**src/rtl/voice_slot_scheduler.sv**
```systemverilog
// voice_slot_scheduler
//   Time-shares one pwm_sample divider input among NUM_VOICES voices,
//   one voice per clock, round-robin. Holds per-voice divider/enable/
//   duration configuration, runs the play/pause/stop sequencer and the
//   beat timebase, and issues staggered per-voice note-advance pulses.
//
// Ports
//   clk, rst_n                    clock, async active-low reset
//   start, stop, pause            sequencer controls (levels, stop > start > pause)
//   cfg_valid/cfg_ready           config write handshake
//   cfg_voice/divider/enable/dur  config write payload
//   slot_idx, slot_divider        voice owning this output slot and its divider
//   slot_valid                    output slot is live (RUN only)
//   note_adv                      one-cycle advance pulse per voice
//   beat_count                    beats elapsed since start, wraps
//   running                       sequencer is in RUN
//
// state | meaning
// IDLE  | stopped, beat timebase cleared, slots output 0
// RUN   | playing, beat timebase counting, slots live
// HOLD  | paused, beat timebase frozen, slots output 0
module voice_slot_scheduler #(
  parameter int NUM_VOICES = 4,
  parameter int SLOT_W     = 2,
  parameter int DIV_W      = 11,
  parameter int BEAT_W     = 22,
  parameter int BCNT_W     = 3
) (
  input  logic                  clk,
  input  logic                  rst_n,
  input  logic                  start,
  input  logic                  stop,
  input  logic                  pause,
  input  logic                  cfg_valid,
  output logic                  cfg_ready,
  input  logic [SLOT_W-1:0]     cfg_voice,
  input  logic [DIV_W-1:0]      cfg_divider,
  input  logic                  cfg_enable,
  input  logic [BCNT_W-1:0]     cfg_dur,
  output logic [SLOT_W-1:0]     slot_idx,
  output logic [DIV_W-1:0]      slot_divider,
  output logic                  slot_valid,
  output logic [NUM_VOICES-1:0] note_adv,
  output logic [BCNT_W-1:0]     beat_count,
  output logic                  running
);

  typedef enum logic [1:0] {ST_IDLE, ST_RUN, ST_HOLD} state_t;

  state_t                  state_q, state_d;
  logic [SLOT_W-1:0]       slot_cnt_q, slot_cnt_d;
  logic [BEAT_W-1:0]       beat_phase_q, beat_phase_d;
  logic [BCNT_W-1:0]       beat_count_q, beat_count_d;

  logic [DIV_W-1:0]        div_q [NUM_VOICES];
  logic [DIV_W-1:0]        div_d [NUM_VOICES];
  logic [NUM_VOICES-1:0]   en_q, en_d;
  logic [BCNT_W-1:0]       dur_q [NUM_VOICES];
  logic [BCNT_W-1:0]       dur_d [NUM_VOICES];

  logic                    pend_q, pend_d;
  logic [SLOT_W-1:0]       pend_voice_q, pend_voice_d;
  logic [DIV_W-1:0]        pend_div_q, pend_div_d;
  logic                    pend_en_q, pend_en_d;
  logic [BCNT_W-1:0]       pend_dur_q, pend_dur_d;

  logic [SLOT_W-1:0]       slot_idx_q, slot_idx_d;
  logic [DIV_W-1:0]        slot_divider_q, slot_divider_d;
  logic                    slot_valid_q, slot_valid_d;
  logic [NUM_VOICES-1:0]   note_adv_q, note_adv_d;

  logic                    commit;
  logic                    accept;

  assign commit = pend_q && (pend_voice_q == slot_cnt_q);
  assign accept = cfg_valid && !pend_q;

  // Voice registers. The *_d view already contains a committing write, so
  // the slot output of the commit edge sees the new value directly.
  always_comb begin
    div_d = div_q;
    en_d  = en_q;
    dur_d = dur_q;
    if (commit) begin
      div_d[pend_voice_q] = pend_div_q;
      en_d[pend_voice_q]  = pend_en_q;
      dur_d[pend_voice_q] = pend_dur_q;
    end
  end

  always_comb begin
    pend_d       = pend_q;
    pend_voice_d = pend_voice_q;
    pend_div_d   = pend_div_q;
    pend_en_d    = pend_en_q;
    pend_dur_d   = pend_dur_q;
    if (commit) pend_d = 1'b0;
    // accept and commit are exclusive: accept requires an empty buffer.
    if (accept) begin
      pend_d       = 1'b1;
      pend_voice_d = cfg_voice;
      pend_div_d   = cfg_divider;
      pend_en_d    = cfg_enable;
      pend_dur_d   = cfg_dur;
    end
  end

  always_comb begin
    state_d      = state_q;
    beat_phase_d = beat_phase_q;
    beat_count_d = beat_count_q;
    case (state_q)
      ST_IDLE: begin
        beat_phase_d = '0;
        if (!stop && start) begin
          state_d      = ST_RUN;
          beat_count_d = '0;
        end
      end
      ST_RUN: begin
        if (stop) begin
          state_d      = ST_IDLE;
          beat_phase_d = '0;
        end else begin
          if (pause) state_d = ST_HOLD;
          beat_phase_d = beat_phase_q + BEAT_W'(1);
          if (&beat_phase_q) beat_count_d = beat_count_q + BCNT_W'(1);
        end
      end
      ST_HOLD: begin
        if (stop) begin
          state_d      = ST_IDLE;
          beat_phase_d = '0;
        end else if (!pause) begin
          state_d = ST_RUN;
        end
      end
      default: begin
        state_d      = ST_IDLE;
        beat_phase_d = '0;
      end
    endcase
  end

  // Advance phases are i+1 so each voice pulses in its own cycle of the beat.
  always_comb begin
    slot_cnt_d     = slot_cnt_q + SLOT_W'(1);
    slot_idx_d     = slot_cnt_q;
    slot_valid_d   = (state_q == ST_RUN);
    slot_divider_d = ((state_q == ST_RUN) && en_d[slot_cnt_q]) ? div_d[slot_cnt_q] : '0;
    note_adv_d     = '0;
    for (int i = 0; i < NUM_VOICES; i++) begin
      note_adv_d[i] = (state_q == ST_RUN) &&
                      (beat_phase_q == BEAT_W'(i + 1)) &&
                      ((beat_count_q & dur_d[i]) == '0);
    end
  end

  always_ff @(posedge clk or negedge rst_n) begin
    if (!rst_n) begin
      state_q        <= ST_IDLE;
      slot_cnt_q     <= '0;
      beat_phase_q   <= '0;
      beat_count_q   <= '0;
      for (int i = 0; i < NUM_VOICES; i++) begin
        div_q[i] <= '0;
        dur_q[i] <= '0;
      end
      en_q           <= '0;
      pend_q         <= 1'b0;
      pend_voice_q   <= '0;
      pend_div_q     <= '0;
      pend_en_q      <= 1'b0;
      pend_dur_q     <= '0;
      slot_idx_q     <= '0;
      slot_divider_q <= '0;
      slot_valid_q   <= 1'b0;
      note_adv_q     <= '0;
    end else begin
      state_q        <= state_d;
      slot_cnt_q     <= slot_cnt_d;
      beat_phase_q   <= beat_phase_d;
      beat_count_q   <= beat_count_d;
      div_q          <= div_d;
      dur_q          <= dur_d;
      en_q           <= en_d;
      pend_q         <= pend_d;
      pend_voice_q   <= pend_voice_d;
      pend_div_q     <= pend_div_d;
      pend_en_q      <= pend_en_d;
      pend_dur_q     <= pend_dur_d;
      slot_idx_q     <= slot_idx_d;
      slot_divider_q <= slot_divider_d;
      slot_valid_q   <= slot_valid_d;
      note_adv_q     <= note_adv_d;
    end
  end

  assign cfg_ready    = !pend_q;
  assign slot_idx     = slot_idx_q;
  assign slot_divider = slot_divider_q;
  assign slot_valid   = slot_valid_q;
  assign note_adv     = note_adv_q;
  assign beat_count   = beat_count_q;
  assign running      = (state_q == ST_RUN);

endmodule

```
**config.mk**
```make
export PLATFORM = sky130hd
export DESIGN_NAME = voice_slot_scheduler
export DESIGN_NICKNAME = d
export VERILOG_FILES = /design/src/rtl/voice_slot_scheduler.sv
export SDC_FILE = /design/constraint.sdc
export NUM_CORES = 1
export LEC_CHECK = 0
export ABC_CLOCK_PERIOD_IN_PS = 3450
export CAP_MARGIN = 25
export CORE_ASPECT_RATIO = 1.75
export CORE_MARGIN = 10
export CORE_UTILIZATION = 45
export CTS_CLUSTER_DIAMETER = 80
export CTS_CLUSTER_SIZE = 28
export DETAILED_ROUTE_END_ITERATION = 10
export PLACE_DENSITY_LB_ADDON = 0.12
export SLEW_MARGIN = 0
export SYNTH_ARGS = -nofsm -noshare
export SYNTH_HDL_FRONTEND = slang
export SYNTH_SLANG_ARGS = --single-unit
```
**constraint.sdc**
```tcl
create_clock -name clk -period 3.45 [get_ports clk]
set_clock_uncertainty 0.2 [all_clocks]
set_input_delay 0.69 -clock clk [delete_from_list [all_inputs] [get_ports clk]]
set_output_delay 0.69 -clock clk [all_outputs]
set_load 0.05 [all_outputs]
```
==> Word-level counts from Yosys, hierarchy flattened <==
Index checks and enable logic that the tools add are counted.
{ "totals": {"ff_bits": 125, "memories": 0, "ramBits": 0, "inputBits": 23, "rom_bits": 0, "wordCells": 109, "latch_bits": 0, "out_inout_bits": 23} }
{ "op_classes": {"n_div": 0, "shifts": 0, "order_cmp": 6, "bitwise_logic": 6, "n_mux": 33, "reduce_logical": 26, "n_addsub": 3, "multipliers": 0, "eq_ne": 13} }
{ "op_table": {"columns": ["operator", "n"], "rows": [
  ["$bwmux W44", 1],
  ["$eq A22 B2 Y1 const B", 2],
  ["$mux W11", 4],
  ["$mux W22", 2],
  ["$mux W44", 1],
  ["$pmux W22 S2", 1],
  ["$add A22 B1 Y22 const B", 1],
  ["$bmux W11 S2", 1],
  ["$demux W11 S2", 1],
  ["$eq A22 B1 Y1 const B", 1],
  ["$eq A22 B3 Y1 const B", 1],
  ["$reduce_and A22 Y1", 1],
  ["$logic_and A1 B1 Y1", 14],
  ["$and A3 B3 Y3", 4],
  ["$bwmux W12", 1],
  ["$logic_not A3 Y1", 4],
  ["$mux W12", 1],
  ["$mux W3", 4],
  ["$mux W2", 5],
  ["$demux W3 S2", 1],
  ["$ge A3 B3 Y1 const B", 2],
  ["$lt A2 B3 Y1 const B", 2],
  ["$ne A2 B2 Y1 const B", 3],
  ["$ne A3 B3 Y1 const B", 2],
  ["21 further kinds", 27]
]} }

==> Depth between registers and ports, before layout <==
Gate-level depths: netlist (run 1).
{ "depth": {"ltp_word": 11, "mapped_depth": 7} }

==> Worst setup path before layout (run 1) <==
No wires, ideal clock.
{ "synth_path": {"kind": "input port to flip-flop", "start": "input stop", "end": "register beat_count_q[0] (netlist: beat_count[0])", "arrival_ns": 2.052, "setup_ns": 0.085, "stages": 6, "slack_ns": 1.113, "path_cell_list": "or3b_2 -> clkbuf_1 -> nor2_1 -> and4_1 -> buf_2 -> mux2i_1"} }
{ "synth_between": {"elab_chain_cells": 4} }
{ "synth_rtl": {"columns": ["element", "line_no", "rtl"], "rows": [
  ["from (decl)", "32", "input logic stop,"],
  ["$logic_not A1 Y1", "115", "if (!stop && start) begin"],
  ["$logic_and A1 B1 Y1", "115", null],
  ["$ne A2 B2 Y1 (no line)", null, null],
  ["$reduce_and A4 Y1 (no line) (*)", null, null],
  ["to (signal assigned)", "183", "beat_count_q <= beat_count_d;"],
  ["to (decl)", "53", "logic [BCNT_W-1:0] beat_count_q, beat_count_d;"]
]} }
Every way passes the cells marked *; elsewhere a longest branch is shown, timed or not.
A chain may end at the register's enable or synchronous reset.

==> Worst setup path in the final report (run 1) <==
{ "layout_path": {"start": "register state_q[1]", "end": "output running"} }
{ "layout_between": {"elab_chain_cells": 1} }
{ "layout_rtl": {"columns": ["element", "line_no", "rtl"], "rows": [
  ["from (decl)", "50", "state_t state_q, state_d;"],
  ["from (signal assigned)", "180", "state_q <= state_d;"],
  ["$eq A2 B1 Y1", "205", "assign running = (state_q == ST_RUN);"],
  ["to (decl)", "45", "output logic running"]
]} }
No other way between the ends.

==> results.cfg, run 1 <==
[run_status]
outcome = finished, final reports clean

[clock_network]
maximum_clock_path_buffer_count = 2
cts.sink_count = 125
cts_made_buffers = 17
h_tree_level_count = 4
cts_repair_resize_count = 0
clkSlewWorstSetupHoldPaths_ps = 60
cts.hold.buffers_added = 0
clk-insertion-delay-late_ps = 400
clock-root-buffer = clkbuf_16
clock_tree_from_tritoncts = built
number_of_setup_buffers_added_after_cts = 0

[grt]
grt_max_degree = 61
globalRouteTotalUtil_pct = 16.3
global_route.overflow_total = 0
first_pass_grt_wire_length_um = 24400
first_global_vias = 4743
antenna_found_initial = 0

[worst_setup_path]
logic_depth_of_the_worst_register_to_register_path = 5
worstSetupEndpointType = output pin
regToRegStartpoint = pend_q$_DFFE_PN0P_
crit_path_start_kind = register
regToRegEndpoint = slot_divider[1]$_DFF_PN0_
path_max_fanout = 13
timing.critical_path.arrival_ps = 2140
setup.reg_to_reg.worst_slack_ps = 910
timing_worst_setup_path_type = reg -> out
worst_path_required_time_ps = 2560

[timing]
slew_violations = 0
layout_worst_path_cycle_share_pct = 87.9
setup_slack_ps = 419
maxClockFrequency_mhz = 330
setup_total_negative_slack_ps = 0
grt_setup_unrepaired = false
maxSlewHeadroom_pct = 37.3
final-hold-violation-count = 0
tightestPinTransition_ps = 941
total_setup_violations_reported_at_the_end_of_the_flow = 0
period_minus_ws_final_ps = 3030

[yosys]
synth_sequential_area_ratio_pct = 51.4
synthTopCellsByArea = dfrtp_1 (51%), mux2_2 (11%), o21ai_0 (3.0%), nand2_1 (2.8%), mux2i_1 (2.5%)
synthCells = 561
synth.top_cells.by_count = dfrtp_1 (125), mux2_2 (57), nand2_1 (46)
synth.avg_cell_area_um2 = 10.8
postSynth.asyncResetShare_pct = 100
synth_enable_flop_cells = 0
yosys.cell_types.count = 55
synth.yosys.warnings = 0
cell_accounting_for_the_most_synthesized_area = dfrtp_1
synth_fp_nets = 590
post_synth_instance_area_mm2 = 0.00609
synth.top_cell.area_share_pct = 51.4
ys_ff_latch = 125
synthFlopType = dfrtp_1
yosys.cell_count.top_type = dfrtp_1

[layout]
antenna_cells = 0
final_net_count = 626
final-instance-count-excl-fill = 784
area.growth.synth_to_final_pct = 19.3
post_route_cells_drive_above_1_share_pct = 18.7
num-fill-cells = 1187
seqCellArea_mm2 = 0.00313
multi_input_comb_area_mm2 = 0.00270
final_design_area_no_fill_mm2 = 0.00726

[route]
postRouteAntennaNets = 0
detail_route.wirelength_um = 15000
drt_iter0_drc = 189
post_drt_wl_per_cell_um = 19.1
drt-vias-per-instance = 5.82
drc = 0
drtPass1Iterations = 4
vias = 4565

[power_and_ir_drop]
power_per_cell_area_mw_per_mm2 = 756
leakage_nw = 3.07
ir_drop_v = 0.000349
switchingPower_w = 0.00176
power.clock.fraction_pct = 31.0
internal_dissipation_w = 0.00373
power.share.sequential_pct = 41.5
sw_frac_of_total_pct = 32.0
combinationalPowerShare_pct = 27.6

[floorplan]
io-pin-count = 46
core_area_mm2 = 0.0133
fp.dieH_um = 174
num_rows = 56
effective_utilization_at_floorplan_pct = 45.7
floorplan.die.width_um = 108
fp.dieArea_mm2 = 0.0188

[flow_run]
maxCapViolCount = 0

[worst_hold_path]
hold_path_class = in -> async

[placed_design]
placement.cell_area_mm2 = 0.00669
place_ws_ps = 573
post-dp-hpwl_um = 10300
io_buffer_count = 45
routabilityCongestion = 0.853
dp_cells = 752
## power groups by stage
| stage | sequential (W) | combinational, W | clock, W |
|---|---|---|---|
| after floorplan | 0.00222 | 0.00114 | 0 |
| after global placement | 0.00227 | 0.00147 | 0 |
| after detailed placement | 0.00231 | 0.00153 | 0 |
| after CTS | 0.00228 | 0.00153 | 0.00174 |
| after global routing | 0.00234 | 0.00165 | 0.00180 |
| final | 0.00228 | 0.00151 | 0.00170 |
## layer usage
layer	global-route usage, %	vias up	wire length (µm)
li1	-	2166	-
met1	18.1	2281	5970
met2	29.0	102	8100
met3	3.31	16	591
met4	6.54	0	317
met5	0	-	0
## worst max path at each step
stage                           startpoint                   endpoint  slack [ps]  depth (start not counted)
global route        state_q[1]$_DFFE_PN0P_                    running         290                          4
detailed placement                    stop  beat_count[1]$_DFFE_PN0P_         570                          5
CTS                 state_q[1]$_DFFE_PN0P_                    running         390                          4
finish              state_q[1]$_DFFE_PN0P_                    running         420                          4
global placement                      stop  beat_count[2]$_DFFE_PN0P_         630                          5
floorplan                             stop  beat_count[0]$_DFFE_PN0P_        1110                          6
## metrics by stage
stage / power [W] / util (%) / hold slack [ps]
after CTS: 0.00555 / 54.5 / 78.4
after detailed placement: 0.00383 / 50.3 / 288
after floorplan: 0.00336 / - / 149
after global routing: 0.00579 / 54.5 / 89.4
after global placement: 0.00374 / 50.3 / 277
final: 0.00549 / 54.5 / 57.7
## state kept, by name (all words and copies together) (netlist names), 3 cells and up
name / count
pend_div_q: 11
div_q: 44
beat_phase_q: 22
en_q: 4
slot_divider: 11
pend_dur_q: 3
dur_q: 12
beat_count: 3
note_adv: 4
## logic make-up after synthesis
| family | synth area share [%] |
|---|---|
| simple gates | 12.9 |
| compound gates | 16.5 |
| flops | 51.4 |
| mux | 13.0 |
| buf+inv | 4.21 |
| fa+ha+maj | 1.23 |
| xor+xnor | 0.699 |
## worst max-delay path: stages, from the launching register on
cell and delay [ps]:
dfrtp_1 430, nand2b_1 160, buf_4 190, inv_1 130
clkdlybuf4s50_1 820
## cell type report
type / instances / share of cell area (%)
clock buffers: 20 / 6.15
inverters: 21 / 1.09
flip-flops and latches: 125 / 43.1
repair buffers: 59 / 7.79
multi-input cells: 373 / 37.2
clock inverters: 12 / 1.67
well taps: 174 / 3.00
## placed cells by master, fill, tap and decap left out, types with 5 or more instances in the layout
cell             count
dfrtp_1            125
mux2_2              57
nand2_1             46
clkdlybuf4s50_1     44
o21ai_0             37
nand3_1             26
inv_1               21
nor2_1              20
nor3_1              17
clkbuf_16           17
mux2i_1             15
a21oi_1             15
buf_4               14
o31ai_1             13
o21a_1              12
a32o_1              11
o32a_1              11
a311oi_1            11
nand4_1              7
a31oi_1              7
o311ai_0             6
ha_1                 6
clkinv_2             6
and3_1               5
or4_1                5
No activity file was read; power rests on OpenSTA's default activity.
==> run 2, diff against run 1 <==
--- a/config.mk
+++ b/config.mk
@@ -6,7 +6,6 @@
 export NUM_CORES = 1
 export LEC_CHECK = 0
 export ABC_CLOCK_PERIOD_IN_PS = 3450
-export CAP_MARGIN = 25
 export CORE_ASPECT_RATIO = 1.75
 export CORE_MARGIN = 10
 export CORE_UTILIZATION = 45
==> results of run 2 <==
Final layout, timing and power as in run 1 (identical DEF).
